`src/rtl/io_ctrl_pkg.sv`:
```
// Shared constants and helpers for the architectural I/O controller.
// Byte width, pointer sizing and the reset level used by its blocks.
package io_ctrl_pkg;

  localparam int BYTE_W = 8;

  localparam logic RST_ACTIVE = 1'b0;

  function automatic int ptr_w(input int depth);
    return $clog2(depth) + 1;
  endfunction

endpackage

```
`src/rtl/byte_fifo.sv`:
```
// Circular FIFO with one extra pointer bit to tell full from empty.
// Head is combinational; there is no write-to-read bypass.
module byte_fifo
  import io_ctrl_pkg::*;
#(
  parameter int DEPTH = 16,
  parameter int WIDTH = BYTE_W
) (
  input  logic                      clk,
  input  logic                      rst,
  input  logic                      push,
  input  logic [WIDTH-1:0]          push_data,
  input  logic                      pop,
  output logic [WIDTH-1:0]          head,
  output logic                      full,
  output logic                      empty,
  output logic [ptr_w(DEPTH)-1:0]   level
);

  localparam int PW = ptr_w(DEPTH);
  localparam logic [PW-1:0] ONE = PW'(1);

  logic [PW-1:0]    wptr;
  logic [PW-1:0]    rptr;
  logic [WIDTH-1:0] mem [DEPTH];
  logic             wr_en;
  logic             rd_en;

  assign full  = (wptr[PW-1] != rptr[PW-1]) &&
                 (wptr[PW-2:0] == rptr[PW-2:0]);
  assign empty = (wptr == rptr);
  assign level = wptr - rptr;
  assign head  = mem[rptr[PW-2:0]];
  assign wr_en = push & ~full;
  assign rd_en = pop & ~empty;

  // Pointer update; both wrap modulo 2*DEPTH.
  always_ff @(posedge clk) begin
    if (rst == RST_ACTIVE) begin
      wptr <= '0;
      rptr <= '0;
    end else begin
      if (wr_en) wptr <= wptr + ONE;
      if (rd_en) rptr <= rptr + ONE;
    end
  end

  // Storage write; contents are left alone by reset.
  always_ff @(posedge clk) begin
    if (wr_en) mem[wptr[PW-2:0]] <= push_data;
  end

endmodule

```
`src/rtl/arch_io_controller.sv`:
```
// Byte-stream bridge between CPU arch I/O ports and the host.
// Two FIFOs plus stall/gating; outputs forced quiet in reset.
module arch_io_controller
  import io_ctrl_pkg::*;
#(
  parameter int DEPTH = 16
) (
  input  logic                     clk,
  input  logic                     rst,
  input  logic                     host_in_valid,
  input  logic [BYTE_W-1:0]        host_in_data,
  output logic                     host_in_ready,
  input  logic                     cpu_in_enable,
  output logic [BYTE_W-1:0]        cpu_in_value,
  input  logic                     cpu_out_enable,
  input  logic [BYTE_W-1:0]        cpu_out_value,
  output logic                     cpu_stall,
  output logic                     host_out_valid,
  output logic [BYTE_W-1:0]        host_out_data,
  input  logic                     host_out_ready,
  output logic [$clog2(DEPTH):0]   in_level
);

  localparam int PW = ptr_w(DEPTH);

  logic              run;
  logic              in_full;
  logic              in_empty;
  logic              out_full;
  logic              out_empty;
  logic [BYTE_W-1:0] in_head;
  logic [BYTE_W-1:0] out_head;
  logic [PW-1:0]     in_lvl;
  logic [PW-1:0]     out_lvl;
  logic              out_lvl_unused;
  logic              stall_raw;
  logic              in_push;
  logic              in_pop;
  logic              out_push;
  logic              out_pop;

  assign run = (rst != RST_ACTIVE);
  assign out_lvl_unused = ^out_lvl;

  // Stall, gating and reset forcing of the CPU/host handshakes.
  always_comb begin
    stall_raw = (cpu_in_enable & in_empty) |
                (cpu_out_enable & out_full);
    host_in_ready  = run & ~in_full;
    host_out_valid = run & ~out_empty;
    cpu_stall      = run & stall_raw;
    in_push  = host_in_valid & host_in_ready;
    in_pop   = run & cpu_in_enable & ~stall_raw;
    out_push = run & cpu_out_enable & ~stall_raw;
    out_pop  = host_out_valid & host_out_ready;
    cpu_in_value = '0;
    if (run && cpu_in_enable && !in_empty)
      cpu_in_value = in_head;
    host_out_data = host_out_valid ? out_head : '0;
    in_level      = run ? in_lvl : '0;
  end

  byte_fifo #(.DEPTH(DEPTH), .WIDTH(BYTE_W)) u_in_fifo (
    .clk       (clk),
    .rst       (rst),
    .push      (in_push),
    .push_data (host_in_data),
    .pop       (in_pop),
    .head      (in_head),
    .full      (in_full),
    .empty     (in_empty),
    .level     (in_lvl)
  );

  byte_fifo #(.DEPTH(DEPTH), .WIDTH(BYTE_W)) u_out_fifo (
    .clk       (clk),
    .rst       (rst),
    .push      (out_push),
    .push_data (cpu_out_value),
    .pop       (out_pop),
    .head      (out_head),
    .full      (out_full),
    .empty     (out_empty),
    .level     (out_lvl)
  );

endmodule
```
`config.mk`:
```
export PLATFORM = sky130hd
export DESIGN_NAME = arch_io_controller
export DESIGN_NICKNAME = d
export VERILOG_FILES = /design/src/rtl/io_ctrl_pkg.sv /design/src/rtl/byte_fifo.sv /design/src/rtl/arch_io_controller.sv
export SDC_FILE = /design/constraint.sdc
export NUM_CORES = 1
export LEC_CHECK = 0
export CAP_MARGIN = 25
export CORE_ASPECT_RATIO = 1.4
export CORE_MARGIN = 3
export CORE_UTILIZATION = 30
export DETAILED_ROUTE_END_ITERATION = 8
export GPL_TIMING_DRIVEN = 0
export PLACE_DENSITY_LB_ADDON = 0.1
export SLEW_MARGIN = 0
export SYNTH_ARGS = -nofsm -noshare
export SYNTH_HDL_FRONTEND = slang
export SYNTH_SLANG_ARGS = --single-unit
```
`constraint.sdc`:
```
create_clock -name clk -period 4.1 [get_ports clk]
set_input_delay 0.82 -clock clk [delete_from_list [all_inputs] [get_ports clk]]
set_output_delay 0.82 -clock clk [all_outputs]
set_load 0.01 [all_outputs]
```
==> metrics.txt <==
Final setup violation count=0; status=complete, no violations; Post-CTS Resized=0; worst skew pair latency=560 ps; HP Class=reg -> reg; Worst-Margin Slew=986 ps; async set or reset register ratio after synthesis=0%; Slew Viols, Final=0; maximum clock rate=0.260 GHz; Worst setup EP type=primary output; Root Driver=clkbuf_16; worst hold start=u_in_fifo.rptr[4]; Clock power frac=40.5%; Syn Inst Count=630; Cells after DPL=about 1,200; cell accounting for the most synthesized area=edfxtp_1; Seq/Total Area, Yosys=71.0%; CTS buffer count=31; final HPWL from detailed placement=19.1 mm; switching share of total power=~23%; static leakage=4.38 nW; Synth Register Bits=about 280; Area growth syn-to-layout=19.2%; synth warn=0; RSZ-0062 raised after global routing=no; post-layout util=36.6%; fillers=3,554; ys flop type=edfxtp_1; logic gate share of total power=between 10% and 20%; Worst Setup SP=u_in_fifo.wptr[0]; initial antenna violation count=0; Mapped Avg Cell Area=approximately 18 um^2; Clock Pin Slew Worst Setup and Hold Paths=approximately 60 ps; final hold vios=0; IO Port Bufs=44; Sink Count=284; Diodes inserted=0; Power Density=486 nW/um^2; die footprint=41,100 um^2; net count after synthesis=roughly 670; CTS Hold Bufs=0; Initial Utilization=between 30% and 40%; most frequent cells in the layout=edfxtp_1, mux4_2, clkdlybuf4s50_1; RePlAce Congestion=0.742; final period utilization=between 90% and 100%; vias post-DR=5,988; die width=172 um; Flop pwr share=between 40 and 50%; Tot Pwr=6.73 mW; min cycle time layout=3850 ps; Worst Setup Start Kind=flip-flop; Layout Cells excl Fill=1,217; Worst R2R Start=u_in_fifo.wptr[0]; first-pass GRT wire length=41.1 mm; Die Height=239 um; most common cell after layout, fill and taps aside=edfxtp_1; max_cap viols=0; post-synth cell types=54; multi-input logic area=3220 um^2; drt pass-1 iters=5; maximum VDD drop=0.347 mV; register area=8250 um^2; vias per cell=4.92; net switching power=1.55 mW; Netlist Area Pre-Place=11,600 um^2; Final Instance Area=between 10,000 and 15,000 um^2; Worst Path Max Fanout=8; DR iter-0 viols=roughly 340; row cnt=between 80 and 90; TritonCTS clock tree=built; gr ovfl total=0; number of global-route vias before repair=6,560; Synth top area share=between 60 and 70%; largest cells by area after synthesis=edfxtp_1, mux4_2, dfxtp_1; layout cell share with drive strength beyond 1=between 20% and 30%; count of flip-flops with a built-in enable after synthesis=between 200 and 300; nets@finish=760; Arrival @ worst endpoint=3030 ps; Avg WL per Cell=approximately 22 um; Internal=between 5 and 6 mW; Residual DRC=0; total track usage=13.4%; critical path type=reg -> out; total setup buffers inserted after CTS=2; Area after DPL=around 13,000 um^2; pin count of the biggest net entering global routing=17; clk_skew=approximately 16 ps; antenna-violating nets left=0; worst relative slew slack=34.1%; Worst EP required=between 3000 and 4000 ps; core area=37,800 um^2; Routed WL=27.1 mm; Bufs on Longest Clock Path=3; I/O pins=between 40 and 50; H-tree depth=1
path summary, 6_finish.rpt:
path	end	slack (ps)	depth (start not counted)
max	cpu_in_value[2]	250	9
min	u_in_fifo.rptr[4]	500	1
max reg2reg	u_out_fifo.mem[12][0]	1050	9
min reg2reg	u_in_fifo.rptr[4]	500	1
power by group through the flow:
stage | combinational [mW] | sequential, mW | clock (mW)
after floorplan | 0.491 | 3.27 | 0
final | 0.778 | 3.22 | 2.72
after detailed placement | 0.785 | 3.29 | 0
after global placement | 0.764 | 3.28 | 0
after CTS | 0.796 | 3.23 | 2.81
after global routing | 0.848 | 3.23 | 2.94
flip-flops by register name (all words and copies together) (netlist names), named ones only:
signal	cells
u_in_fifo.mem	128
u_in_fifo.rptr	5
u_in_fifo.wptr	5
u_out_fifo.mem	128
u_out_fifo.rptr	5
u_out_fifo.wptr	5
per-stage QoR:
step / TNS [ps] / setup WS (ps) / hold WS (ps)
final: 0 / 255 / 497
after global routing: 0 / 72.0 / 541
after CTS: 0 / 219 / 501
after detailed placement: 0 / 262 / 478
after global placement: -3350 / -158 / 472
after floorplan: 0 / 1260 / 450
per-layer routing:
metal	vias to the layer above	GRT usage (%)	wire length (um)
li1	2740	-	-
met1	3099	14.9	10300
met2	110	25.5	15100
met3	39	1.95	829
met4	0	4.79	849
met5	-	0	0
synthesized netlist by cell type (11+ instances only):
cell	n
buf_2	11
dfxtp_1	28
edfxtp_1	256
ha_1	14
inv_1	13
mux2i_1	22
mux4_2	55
nand2_1	39
nand2b_1	12
nor2_1	26
nor3_1	17
o22ai_1	17
worst max-delay path, stage by stage, from the launching register on:
cell and delay, ps:
dfxtp_1 420, inv_1 120, ha_1 330, and4_1 220
buf_2 170, a21oi_4 150, buf_12 140, o221ai_1 160
nor2_1 190, clkdlybuf4s50_1 560
final cells by class:
| type | count | share of cell area (%) |
|---|---|---|
| clock inverter | 19 | 1.46 |
| tap | 473 | 4.28 |
| multi-input combinational | 302 | 23.3 |
| timing repair buffer | 60 | 4.09 |
| inverter | 14 | 0.380 |
| clock buffer | 35 | 5.71 |
| buffer | 30 | 1.21 |
| sequential | 284 | 59.6 |
cells by family after synthesis:
group,count (synthesis),synth area share [%]
AOI/OAI and AO/OA,61,4.08
xor gates and xnor gates,8,0.733
and+or+nand+nor,131,5.84
adders and majority gates,15,1.68
DFF,284,71.0
buffers and inverters,44,1.90
muxes,87,14.7
Power figures use the tool's default switching activity.
==> RTL edit, RTL diff (same flow settings) <==
`BYTE_W`: 8 -> 7.
--- a/src/rtl/io_ctrl_pkg.sv
+++ b/src/rtl/io_ctrl_pkg.sv
@@ -2,7 +2,7 @@
 // Byte width, pointer sizing and the reset level used by its blocks.
 package io_ctrl_pkg;
 
-  localparam int BYTE_W = 8;
+  localparam int BYTE_W = 7;
 
   localparam logic RST_ACTIVE = 1'b0;
 
Interface: changed (resized cpu_in_value, cpu_out_value, host_in_data and host_out_data); port bits go from 46 to 42. The function was not compared with the original's and may differ.
==> RTL edit against the original RTL <==
- sequential share of layout area down 0.28 points
- highest routed layer unchanged
- non-clock buffer count down 5
- sequential power is 11% lower
- largest power group unchanged
- wire length decreased by 12%
- critical path depth did not move
- worst setup slack gained 0.050 ns
- clock power is 21% lower
- sequential cell count fell by 32
- synthesized area fell by 11%
- synthesized cell count fell by 8.4%
- total power down 16%
- count of clock-buffer cells in the layout decreased by 4
- cell area down 11%
==> RTL edit: results (changes against the original RTL) <==
synth cell count leaders 224 x edfxtp_1, 49 x mux4_2, 36 x nand2_1 (was 256 x edfxtp_1, 55 x mux4_2, 39 x nand2_1); highest net fanout along the worst path 9 (was 8); Leak 3.89 nW (was 4.38 nW); worst skew pair latency 0.53 ns (was 0.56 ns); fraction of layout cells with a size suffix above 1 21.0% (was 22.6%); Post-DP Area 11,500 µm² (was 12,800 µm²); syn avg cell area 18.0 µm² (was 18.4 µm²); mux contribution to synthesized area 14.6% (was 14.7%); post-synthesis compound-gate area fraction 4.63% (was 4.08%); non-clock buffer total of the final layout 85 (was 90); drt first pass iters 4 (was 5); Total GRT Usage 13.1% (was 13.4%); ClkCell Share 6.21% (was 7.18%); vias per cell 4.74 (was 4.92); dpl ws 0.358 ns (was 0.262 ns); Peak VDD IR 0.294 mV (was 0.347 mV); Mapped Nets 612 (was 667); post-synthesis xor/xnor area fraction 0.820% (was 0.733%); number of synthesized flops with an enable pin 224 (was 256); Data buffer area share 5.53% (was 5.30%); Synth Area in Adders 1.88% (was 1.68%); clkbuf count 31 (was 35); vias in the first global route 5,826 (was 6,560); multi-input gates 282 (was 302); CTS Root Cell clkbuf_16 (unchanged); Slew @ Worst Pin 1.04 ns (was 0.986 ns); first-pass GRT wire length 36,000 µm (was 41,100 µm); run status complete, no violations (unchanged); PwrDens 461 nW/µm² (was 486 nW/µm²); Data arrival, critical path 2.98 ns (was 3.03 ns); sequential share of cell area 59.3% (was 59.6%); Clock Skew 0.0122 ns (was 0.0159 ns); YS warnings 0 (unchanged); dpl cells 1,082 (was 1,161); largest cells by area after synthesis edfxtp_1 65%, mux4_2 11%, dfxtp_1 5.4% (was edfxtp_1 66%, mux4_2 11%, dfxtp_1 4.8%); Fill cells 3,219 (was 3,554); postcts setup bufs 0 (was 2); count of input and output buffers 40 (was 44); sequential-to-total area share from yosys stat 70.2% (was 71.0%); Util after Layout 36.0% (was 36.6%); Signal inverters 14 (unchanged); wire per inst 21.2 µm (was 22.3 µm); final wirelength 23,900 µm (was 27,100 µm); drt initial violations 317 (was 337); CTS sink count 252 (was 284); CTS buffer count 26 (was 31); RD Place Congestion 0.742 (about the same)
-- RTL edit: cell count changes in the layout (fill, tap and decap cells not counted), sizes merged, moves of 3 or more --
cell           before  now
bufinv              4    0
clkdlybuf4s50      44   40
o22ai              17    6
edfxtp            256  224
nand2              40   36
nor3               17   12
nand3               7    4
a21oi               4   11
a31oi               4    1
a22oi               3   14
mux4               64   56
clkbuf             42   39
-- RTL edit: final timing paths --
path	startpoint	endpoint	slack, ns	cells past startpoint
worst min register to register	u_in_fifo.rptr[4]	u_in_fifo.rptr[4]	0.49	1
worst min-delay path	u_in_fifo.rptr[4]	u_in_fifo.rptr[4]	0.49	1
worst max register to register	u_in_fifo.wptr[0]	u_out_fifo.mem[12][5]	0.96	9
worst max-delay path	u_in_fifo.wptr[0]	cpu_in_value[1]	0.30	9
-- RTL edit: critical path: cells and delay by family, from the launching register on --
family | cells | cell delay [ns]
buf+inv | 4 | 0.99
flops | 1 | 0.42
simple gates | 2 | 0.38
fa+ha+maj | 1 | 0.33
compound gates | 2 | 0.32
-- RTL edit: cells by family after synthesis --
group           Yosys count
xor+xnor                  8
fa+ha+maj                15
simple gates            116
mux                      79
buf+inv                  43
compound gates           64
flops                   252
-- RTL edit: report_power, final --
part	internal, mW	switching [mW]	total, mW	leakage, nW
sequential	2.83	0.0297	2.86	2.24
clock	1.19	0.946	2.14	0.376
combinational	0.294	0.366	0.661	1.27
total	4.32	1.34	5.66	3.89
-- RTL edit: per-layer routing --
layer  global-route usage [%]  up-vias  routed length [µm]
met3                     1.87       32                 683
met1                     14.6     2765                9190
met4                     3.19        0                 445
li1                         -     2487                   -
met2                     26.0       75               13600
met5                        0        -                   0
